### src/rtl/pixel_filter_pkg.sv
// Shared types for the pixel_filter frame filter.
// BOX3 support is built only when PIXEL_FILTER_BOX3_EN is defined.
package pixel_filter_pkg;

    typedef enum logic [0:0] {
        RECV,
        SEND
    } state_t;

    typedef enum logic [1:0] {
        MODE_PASS,
        MODE_SHIFT,
        MODE_INVERT,
        MODE_BOX3
    } mode_t;

endpackage

### src/rtl/pixel_filter_if.sv
// RX/TX side bundle of pixel_filter.
// The master drives pixels and acknowledgements; the slave is the filter.
interface pixel_filter_if #(
    parameter int D_BITS = 8
);
    logic [D_BITS-1:0] i_data;
    logic              i_rx_done;
    logic              i_tx_done;
    logic [1:0]        i_mode;
    logic [D_BITS-1:0] o_data;
    logic              o_tx_enable;
    logic              o_busy;
    logic              o_frame_done;
    logic              o_overrun;

    modport master (
        output i_data, i_rx_done, i_tx_done, i_mode,
        input  o_data, o_tx_enable, o_busy, o_frame_done, o_overrun
    );

    modport slave (
        input  i_data, i_rx_done, i_tx_done, i_mode,
        output o_data, o_tx_enable, o_busy, o_frame_done, o_overrun
    );
endinterface

### src/rtl/pixel_filter_op.sv
// Combinational point / 3-tap pixel operation.
// The BOX3 adder exists only with PIXEL_FILTER_BOX3_EN defined.
module pixel_filter_op
    import pixel_filter_pkg::*;
#(
    parameter int D_BITS = 8,
    parameter int SHIFT  = 1
) (
    input  logic [D_BITS-1:0] left_i,
    input  logic [D_BITS-1:0] centre_i,
    input  logic [D_BITS-1:0] right_i,
    input  mode_t             mode_i,
    output logic [D_BITS-1:0] pix_o
);

`ifdef PIXEL_FILTER_BOX3_EN
    // Two guard bits make the 1-2-1 sum overflow-free.
    logic [D_BITS+1:0] sum;
    assign sum = {2'b00, left_i}
               + {1'b0, centre_i, 1'b0}
               + {2'b00, right_i};
`else
    logic unused_nb;
    assign unused_nb = ^{left_i, right_i};
`endif

    always_comb begin
        pix_o = centre_i;
        unique case (mode_i)
            MODE_PASS:   pix_o = centre_i;
            MODE_SHIFT:  pix_o = centre_i >> SHIFT;
            MODE_INVERT: pix_o = ~centre_i;
`ifdef PIXEL_FILTER_BOX3_EN
            MODE_BOX3:   pix_o = sum[D_BITS+1:2];
`else
            MODE_BOX3:   pix_o = centre_i;
`endif
            default:     pix_o = centre_i;
        endcase
    end

endmodule

### src/rtl/pixel_filter.sv
// Frame-based pixel filter: collect N pixels, then stream filtered results.
// Define PIXEL_FILTER_BOX3_EN to build the 3-tap BOX3 mode.
module pixel_filter
    import pixel_filter_pkg::*;
#(
    parameter int D_BITS = 8,
    parameter int N      = 16,
    parameter int SHIFT  = 1
) (
    input logic            i_clk,
    input logic            i_rst_n,
    pixel_filter_if.slave  bus
);

    localparam int            IW   = $clog2(N);
    localparam logic [IW-1:0] LAST = IW'(N - 1);

    state_t            state_q, state_d;
    mode_t             mode_q, mode_d;
    logic [IW-1:0]     wr_q, wr_d;
    logic [IW-1:0]     rd_q, rd_d;
    logic              pend_q, pend_d;
    logic [D_BITS-1:0] data_q, data_d;
    logic              txen_q, txen_d;
    logic              fdone_q, fdone_d;
    logic              ovr_q, ovr_d;
    logic              pix_we;

    logic [D_BITS-1:0] pix_q [N];
    logic [D_BITS-1:0] left, centre, right, op_pix;

    assign centre = pix_q[rd_q];

`ifdef PIXEL_FILTER_BOX3_EN
    // Frame edges replicate the boundary pixel.
    logic [IW-1:0] lidx, ridx;
    assign lidx  = (rd_q == '0)   ? rd_q : rd_q - 1'b1;
    assign ridx  = (rd_q == LAST) ? rd_q : rd_q + 1'b1;
    assign left  = pix_q[lidx];
    assign right = pix_q[ridx];
`else
    assign left  = centre;
    assign right = centre;
`endif

    pixel_filter_op #(
        .D_BITS (D_BITS),
        .SHIFT  (SHIFT)
    ) u_op (
        .left_i   (left),
        .centre_i (centre),
        .right_i  (right),
        .mode_i   (mode_q),
        .pix_o    (op_pix)
    );

    always_comb begin
        state_d = state_q;
        mode_d  = mode_q;
        wr_d    = wr_q;
        rd_d    = rd_q;
        pend_d  = pend_q;
        data_d  = data_q;
        txen_d  = 1'b0;
        fdone_d = 1'b0;
        ovr_d   = 1'b0;
        pix_we  = 1'b0;
        unique case (state_q)
            RECV: begin
                if (bus.i_rx_done) begin
                    pix_we = 1'b1;
                    if (wr_q == '0) mode_d = mode_t'(bus.i_mode);
                    if (wr_q == LAST) begin
                        wr_d    = '0;
                        rd_d    = '0;
                        pend_d  = 1'b0;
                        state_d = SEND;
                    end else begin
                        wr_d = wr_q + 1'b1;
                    end
                end
            end
            SEND: begin
                ovr_d = bus.i_rx_done;
                if (!pend_q) begin
                    data_d = op_pix;
                    txen_d = 1'b1;
                    pend_d = 1'b1;
                end else if (bus.i_tx_done) begin
                    if (rd_q == LAST) begin
                        fdone_d = 1'b1;
                        state_d = RECV;
                    end else begin
                        rd_d   = rd_q + 1'b1;
                        pend_d = 1'b0;
                    end
                end
            end
            default: ;
        endcase
    end

    always_ff @(posedge i_clk or negedge i_rst_n) begin
        if (!i_rst_n) begin
            state_q <= RECV;
            mode_q  <= MODE_PASS;
            wr_q    <= '0;
            rd_q    <= '0;
            pend_q  <= 1'b0;
            data_q  <= '0;
            txen_q  <= 1'b0;
            fdone_q <= 1'b0;
            ovr_q   <= 1'b0;
        end else begin
            state_q <= state_d;
            mode_q  <= mode_d;
            wr_q    <= wr_d;
            rd_q    <= rd_d;
            pend_q  <= pend_d;
            data_q  <= data_d;
            txen_q  <= txen_d;
            fdone_q <= fdone_d;
            ovr_q   <= ovr_d;
        end
    end

    // Frame storage carries no reset; it is always rewritten before use.
    always_ff @(posedge i_clk) begin
        if (pix_we) pix_q[wr_q] <= bus.i_data;
    end

    assign bus.o_data       = data_q;
    assign bus.o_tx_enable  = txen_q;
    assign bus.o_busy       = (state_q == SEND);
    assign bus.o_frame_done = fdone_q;
    assign bus.o_overrun    = ovr_q;

endmodule

### src/flat_wrapper.sv
// flat-port wrapper written by rule: the top's interface ports become plain ports
module pixel_filter_flat import pixel_filter_pkg::*;
#(
    parameter int D_BITS = 8,
    parameter int N      = 16,
    parameter int SHIFT  = 1
)
  (i_clk, i_rst_n, bus_i_data, bus_i_rx_done, bus_i_tx_done, bus_i_mode, bus_o_data, bus_o_tx_enable, bus_o_busy, bus_o_frame_done, bus_o_overrun);
  pixel_filter_if #(.D_BITS(D_BITS)) bus_i ();
  input logic i_clk;
  input logic i_rst_n;
  input wire logic [$bits(bus_i.i_data)-1:0] bus_i_data;
  input wire logic [$bits(bus_i.i_rx_done)-1:0] bus_i_rx_done;
  input wire logic [$bits(bus_i.i_tx_done)-1:0] bus_i_tx_done;
  input wire logic [$bits(bus_i.i_mode)-1:0] bus_i_mode;
  output wire logic [$bits(bus_i.o_data)-1:0] bus_o_data;
  output wire logic [$bits(bus_i.o_tx_enable)-1:0] bus_o_tx_enable;
  output wire logic [$bits(bus_i.o_busy)-1:0] bus_o_busy;
  output wire logic [$bits(bus_i.o_frame_done)-1:0] bus_o_frame_done;
  output wire logic [$bits(bus_i.o_overrun)-1:0] bus_o_overrun;
  assign bus_i.i_data = bus_i_data;
  assign bus_i.i_rx_done = bus_i_rx_done;
  assign bus_i.i_tx_done = bus_i_tx_done;
  assign bus_i.i_mode = bus_i_mode;
  assign bus_o_data = bus_i.o_data;
  assign bus_o_tx_enable = bus_i.o_tx_enable;
  assign bus_o_busy = bus_i.o_busy;
  assign bus_o_frame_done = bus_i.o_frame_done;
  assign bus_o_overrun = bus_i.o_overrun;
  pixel_filter #(.D_BITS(D_BITS), .N(N), .SHIFT(SHIFT)) u_core (.i_clk(i_clk), .i_rst_n(i_rst_n), .bus(bus_i));
endmodule
### config.mk
export PLATFORM = sky130hd
export DESIGN_NAME = pixel_filter_flat
export DESIGN_NICKNAME = d
export VERILOG_FILES = /design/src/rtl/pixel_filter_pkg.sv /design/src/rtl/pixel_filter_if.sv /design/src/rtl/pixel_filter_op.sv /design/src/rtl/pixel_filter.sv /design/src/flat_wrapper.sv
export SDC_FILE = /design/constraint.sdc
export NUM_CORES = 1
export LEC_CHECK = 0
export CAP_MARGIN = 10
export CORE_MARGIN = 5
export CORE_UTILIZATION = 40
export CTS_BUF_LIST = sky130_fd_sc_hd__clkbuf_2 sky130_fd_sc_hd__clkbuf_4 sky130_fd_sc_hd__clkbuf_8
export DETAILED_ROUTE_END_ITERATION = 10
export MAX_ROUTING_LAYER = met4
export PLACE_DENSITY_LB_ADDON = 0.15
export SYNTH_ARGS = -nofsm -noshare
export SYNTH_HDL_FRONTEND = slang
export SYNTH_SLANG_ARGS = --single-unit
### constraint.sdc
create_clock -name i_clk -period 1.8 [get_ports i_clk]
set_input_delay 0.45 -clock i_clk [delete_from_list [all_inputs] [get_ports i_clk]]
set_output_delay 0.45 -clock i_clk [all_outputs]
set_load 0.02 [all_outputs]
==> qor.yml, run 1 <==
status: "finished with violations"
violations: "setup timing"
final_min_period_over_clock_period_pct: 104
root_buffer: "clkbuf_8"
die_h_um: 136
critical_path.max_fanout: 11
worst-setup-path-type: "reg2reg"
synth_top_area_share_pct: 60.8
worstMarginPinSlew_ns: 0.416
hpwl_mm: 10.4
rsz0062_at_grt: "true"
vias_per_cell: 4.96
pre_cts_ws_ns: -0.245
synth_top_area_cell: "edfxtp_1"
yosysSeqAreaShare_pct: 69.9
finalSetupViolCount: 8
cp_top_family: "multiplexers"
layout.nets: 520
hold_class: "in2async"
async_flop_share_pct: 15.2
path_buf_inv: 2
path_clk_slew_ns: 0.08
gp_congestion: 0.785
setup_ws_ns: -0.0736
drive_above_1_share_pct: 30.1
cts.sinks: 151
pin_count: 26
end_kind: "flop"
yosys_warnings: 0
port_buffers: 25
die_w_um: 136
postCtsHoldBufs: 0
power_density_nw_per_um2: 1420
drv_cap: 0
ys_seq_elements: 151
core_area_um2: 15700
wl_mm: 15.0
dieArea_um2: 18400
ctsHtreeMaxLevel: 4
crit_end: "u_core.bus.o_data[6]"
grt_overflow: 0
synth.avg_cell_area_um2: 16.0
layout_commonest_cell: "edfxtp_1"
grt_pass1_vias: 3868
synth_cell_types: 40
dr.pass1.iters: 4
syn_area_um2: 6320
synth_fp_nets: 417
wl_per_cell_um: 20.6
cts_buffer_depth: 2
critPathMaxStageDelay_ns: 0.56
first_iter_violations: 239
ir_drop_mv: 0.536
min_period_ns: 1.87
max_freq_ghz: 0.534
antenna_left: 0
initial_core_util_pct: 40.2
reg2reg_to: "u_core.bus.o_data[6]"
stdcell_count: 728
vias: 3614
layout_common_cells: "edfxtp_1 (128), mux2i_1 (69), buf_4 (64), nor2_1 (25), dfrtp_1 (20)"
n_fill_cell: 1314
slew-limit-headroom_pct: 72.2
area_growth_pct: 27.6
path_cells: "buf_12, buf_4, mux4_2, a22oi_1, o2111a_1"
p_total_w: 0.0114
path_depth: 5
dp_cells: 691
grt_util_all_layers_pct: 18.2
reg2regPathDepth: 5
setup_tns_ns: -0.409
synth_edf_count: 128
finClkSkew_ns: 0.0140
cts_tree: "built"
antenna_found_initial: 0
clk_latency_ns: 0.44
hold_violations: 0
netlist_top_cells_area: "edfxtp_1 (61%), mux2i_1 (12%), dfrtp_1 (9.1%)"
grt_pass1_wl_mm: 23.2
drv_slew: 0
startpoint_type: "flop"
crit_slowest_cell: "mux4_2"
cts_buffers: 17
r2r_start: "u_core.rd_q[2]"
placementRows: 46
power_leakage_nw: 2.90
synth_cells: 396
synth-main-ff-cell: "edfxtp_1"
crit_required_ns: 2.18
drc: 0
ff2ff_setup_slack_ns: -0.07
cp.arrival_ns: 2.26
diodes: 0
crit_start: "u_core.rd_q[2]"
grt_max_degree: 17
[sequential cells by signal (all words and copies together), names as in the netlist]
| name | cells |
|---|---|
| u_core.bus.o_tx_enable | 1 |
| u_core.rd_q | 4 |
| u_core.bus.o_frame_done | 1 |
| u_core.pix_q | 128 |
| u_core.bus.o_data | 8 |
| u_core.bus.o_busy | 1 |
| u_core.wr_q | 4 |
| u_core.bus.o_overrun | 1 |
| u_core.mode_q | 2 |
| u_core.pend_q | 1 |
[per-stage QoR]
stage	util, %	hold slack [ns]	area, um^2
6_report	51.4	0.228	8070
3_3_place_gp	47.0	0.548	7380
2_1_floorplan	-	0.154	6330
5_1_grt	51.4	0.196	8070
4_1_cts	51.1	0.200	8030
3_5_place_dp	47.0	0.561	7380
[synthesized netlist by cell type (3+ instances only)]
cell type,instances
inv_1,5
and3_1,7
a22o_1,4
nand2b_1,3
buf_2,7
nor2b_1,3
nand3_1,4
a22oi_1,25
buf_6,4
clkbuf_1,5
buf_4,4
nor2_1,26
dfrtp_1,23
nand2_1,19
edfxtp_1,128
nor3_1,7
o21ai_0,5
nor4_1,3
a221oi_1,6
mux2i_1,76
a31oi_1,3
ha_1,7
[report_power, final]
part | switching [W] | internal (W) | leakage [nW]
Clock | 0.00123 | 0.00174 | 0.239
Combinational | 0.00211 | 0.00182 | 1.24
Sequential | 0.000294 | 0.00424 | 1.43
Total | 0.00363 | 0.00780 | 2.90
[what timing repair did]
action | 4_1_cts | 5_1_grt
setup endpoints to repair | 20 | 9
setup buffers | 3 | 1
gates cloned | 2 | 0
gates resized for setup | 41 | 15
pin swaps | 19 | 15
[layer usage]
metal,routed length (um),vias up,track usage [%]
met2,7860,68,30.8
met5,0,-,-
met4,112,0,5.15
met1,6450,1793,22.0
li1,-,1746,-
met3,565,7,4.09
[worst reg2reg max path, delay by kind of cell (launching register included)]
family | cells | cell delay, ns
muxes | 1 | 0.56
DFF | 1 | 0.53
AOI/OAI and AO/OA | 2 | 0.39
buffers and inverters | 2 | 0.32
[cell families (layout without fill, tap and decap cells)]
| family | Yosys count | after routing | synth area share, % |
|---|---|---|---|
| compound gates | 50 | 50 | 6.09 |
| flops | 151 | 151 | 69.9 |
| buf+inv | 26 | 142 | 2.65 |
| simple gates | 79 | 79 | 5.96 |
| xor+xnor | 2 | 2 | 0.277 |
| mux | 81 | 81 | 13.8 |
| fa+ha+maj | 7 | 7 | 1.38 |
[cell type report]
class | count | area (um^2) | share of cell area (%)
inverters | 5 | 18.8 | 0.233
multi-input cells | 219 | 1880 | 23.3
clock buffers | 21 | 270 | 3.35
well taps | 216 | 270 | 3.35
flip-flops and latches | 151 | 4430 | 54.8
repair buffers | 105 | 1010 | 12.6
clock inverters | 11 | 194 | 2.40
[worst min-delay path by stage]
| stage | startpoint | endpoint | slack (ns) | depth (start not counted) |
|---|---|---|---|---|
| 2_1_floorplan | i_rst_n | u_core.bus.o_busy | 0.15 | 0 |
| 3_3_place_gp | u_core.bus.o_data[6] | u_core.bus.o_data[6] | 0.55 | 1 |
| 3_5_place_dp | u_core.rd_q[3] | u_core.bus.o_data[7] | 0.56 | 2 |
| 4_1_cts | i_rst_n | u_core.rd_q[2] | 0.20 | 1 |
| 5_1_grt | i_rst_n | u_core.rd_q[2] | 0.20 | 1 |
| 6_report | i_rst_n | u_core.rd_q[2] | 0.23 | 1 |
(Power assumes the default switching activity.)
==> inputs of run 2 (changes only) <==
- CORE_UTILIZATION: 40 -> 30
- clock period: 1.8 -> 1.7 ns (I/O delays scaled with it)
==> run 2 against run 1 <==
Via count up 4.5%. Clock-buffer cell count is 2 lower. Largest cell class unchanged. Highest routed layer unchanged. Clock power is 10% higher. Wire length is 3.3% higher. Utilization is 11 points lower. The flow still finishes with violations (setup timing). Maximum frequency shrank 1.1%. Critical path depth grew 1. Combinational power rose by 16%.
==> qor.yml, run 2 (same netlist as run 1, synthesis figures left out) <==
status: "finished with violations"
violations: "setup timing"
hpwl_mm: 11.0  # +6.1%
layout_common_cells: "edfxtp_1 (128), mux2i_1 (73), buf_4 (66), nor2_1 (20), dfrtp_1 (20)"
critPathMaxStageDelay_ns: 0.54  # -0.02 ns
wl_mm: 15.5  # +3.3%
first_iter_violations: 254  # +6.3%
final_min_period_over_clock_period_pct: 111  # +7.3 points
core_area_um2: 20900  # +33%
multiInputGateArea_um2: 1960  # +4.6%
largest_reg_flops: 128  # unchanged
worst-setup-path-type: "reg2reg"
ir_drop_mv: 0.516  # -3.8%
worstMarginPinSlew_ns: 0.350  # -0.0659 ns
finClkSkew_ns: 0.0140  # -0.0000102 ns
path_clk_slew_ns: 0.09  # about the same
grt_max_degree: 24  # +7
gp_congestion: 0.774  # -1.4%
power_leakage_nw: 2.98  # +2.6%
antenna_found_initial: 0  # unchanged
dr.pass1.iters: 4  # unchanged
stdcell_count: 798  # +9.6%
vias: 3778  # +4.5%
gr-usage-met1_pct: 17.8  # -4.2 points
post_dp_cell_area_um2: 7630  # +3.4%
finish.utilization_pct: 40.1  # -11 points
drv_slew: 0  # unchanged
path_depth: 6  # +1
die_w_um: 155  # +14%
antenna_left: 0  # unchanged
drv_cap: 0  # unchanged
grt_pass1_vias: 3947  # +2.0%
layout.nets: 531  # +2.1%
final-seq-area_um2: 4430  # unchanged
pin_count: 26  # unchanged
slew-limit-headroom_pct: 76.0  # +3.8 points
n_fill_cell: 1933  # +47%
area_growth_pct: 32.6
root_buffer: "clkbuf_8"
grtUsageMet3_pct: 2.73  # -1.4 points
diodes: 0  # unchanged
cts_buffers: 17  # unchanged
port_buffers: 25  # unchanged
wl_per_cell_um: 19.4  # -5.8%
ctsHtreeMaxLevel: 4  # unchanged
power_density_nw_per_um2: 1500  # +6.2%
vias_per_cell: 4.73  # -4.6%
cp.arrival_ns: 2.26  # about the same
end_kind: "flop"
grt_util_all_layers_pct: 13.9  # -4.3 points
regMostFlops: "u_core.pix_q"
crit_required_ns: 2.07  # -0.11 ns
drive_above_1_share_pct: 33.8  # +3.8 points
cts_tree: "built"
dieArea_um2: 24100  # +31%
grt_pass1_wl_mm: 24.1  # +4.0%
placementRows: 53  # +15%
min_period_ns: 1.89  # +0.0204 ns
drc: 0  # unchanged
use_met2_pct: 22.1  # -8.6 points
critical_path.max_fanout: 4  # -7
layout_commonest_cell: "edfxtp_1"
p_total_w: 0.0126  # +10%
initial_core_util_pct: 30.3  # -10 points
rsz0062_at_grt: "true"
dp_cells: 754  # +9.1%
max_freq_ghz: 0.528  # -1.1%
top_usage_layer: "met2"
reg2regPathDepth: 6  # +1
finalSetupViolCount: 8  # unchanged
clk_latency_ns: 0.45  # about the same
path_buf_inv: 2  # unchanged
grt_overflow: 0  # unchanged
cts.sinks: 151  # unchanged
crit_slowest_cell: "mux4_2"
startpoint_type: "flop"
postCtsHoldBufs: 0  # unchanged
setup_ws_ns: -0.194  # -0.120 ns
cp_top_family: "multiplexers"
die_h_um: 155  # +14%
cts_buffer_depth: 2  # unchanged
hold_class: "in2async"
hold_violations: 0  # unchanged
path_cells: "buf_12, buf_6, mux2i_2, mux4_2, a211o_1, a31oi_1"
pre_cts_ws_ns: -0.336  # -0.0914 ns
stdcell_area_um2: 8390  # +3.9%
## run 2: cell types whose count changed in the layout (fill, tap and decap cells not counted), sizes merged
cell    previous run  this run
bufinv             5         6
inv                8         7
clkinv             3         5
clkbuf            21        19
buf               80        91
## run 2: final cells by class
class | instances | share of cell area, %
Clock buffer | 19 | 3.04
Inverter | 5 | 0.224
Sequential cell | 151 | 52.8
Clock inverter | 13 | 2.69
Tap cell | 275 | 4.10
Timing Repair Buffer | 116 | 13.8
Multi-Input combinational cell | 219 | 23.4
## run 2: metal layers
metal  part of all wire, %  up-vias
li1                      -     1772
met5                     0        -
met3                   4.2       21
met4                   1.9        0
met2                    49       68
met1                    45     1917
## run 2: worst reg2reg max path, stage by stage, from the launching register on
cell,delay [ns]
dfrtp_2,0.45
buf_12,0.15
buf_6,0.11
mux2i_2,0.15
mux4_2,0.54
a211o_1,0.28
a31oi_1,0.14
## run 2: stage by stage
step | hold slack, ns | TNS [ns]
detailed placement | 0.564 | -40.19
finish | 0.332 | -0.802
CTS | 0.323 | -0.792
global placement | 0.550 | -40.66
floorplan | 0.129 | -5.04
global route | 0.355 | -1.46
## run 2: worst paths after layout
check                                     start                    to  slack, ns
setup reg to reg                 u_core.rd_q[1]  u_core.bus.o_data[7]      -0.19
hold / removal                          i_rst_n  u_core.bus.o_data[6]       0.33
hold reg to reg            u_core.bus.o_data[6]  u_core.bus.o_data[6]       0.57
setup / recovery                 u_core.rd_q[1]  u_core.bus.o_data[7]      -0.19
max in group asynchronous               i_rst_n        u_core.rd_q[2]       1.10
min in group i_clk                bus_i_mode[1]      u_core.mode_q[1]       0.57
## run 2: power by group
part	total, W	internal [W]	switching [W]
clock	0.00328	0.00195	0.00133
combinational	0.00457	0.00212	0.00246
sequential	0.00475	0.00449	0.000266
## run 2: what timing repair did
item                                    in CTS  in global routing
resized for setup                           52                 11
cloned                                       0                  0
buffers inserted                             6                  6
endpoints found under the setup margin      20                 18
pin swaps                                   16                  8
==> inputs of run 3 (changes only) <==
- CAP_MARGIN: 10 -> 15
==> results of run 3 <==
Final layout, timing and power as in run 2 (identical DEF).
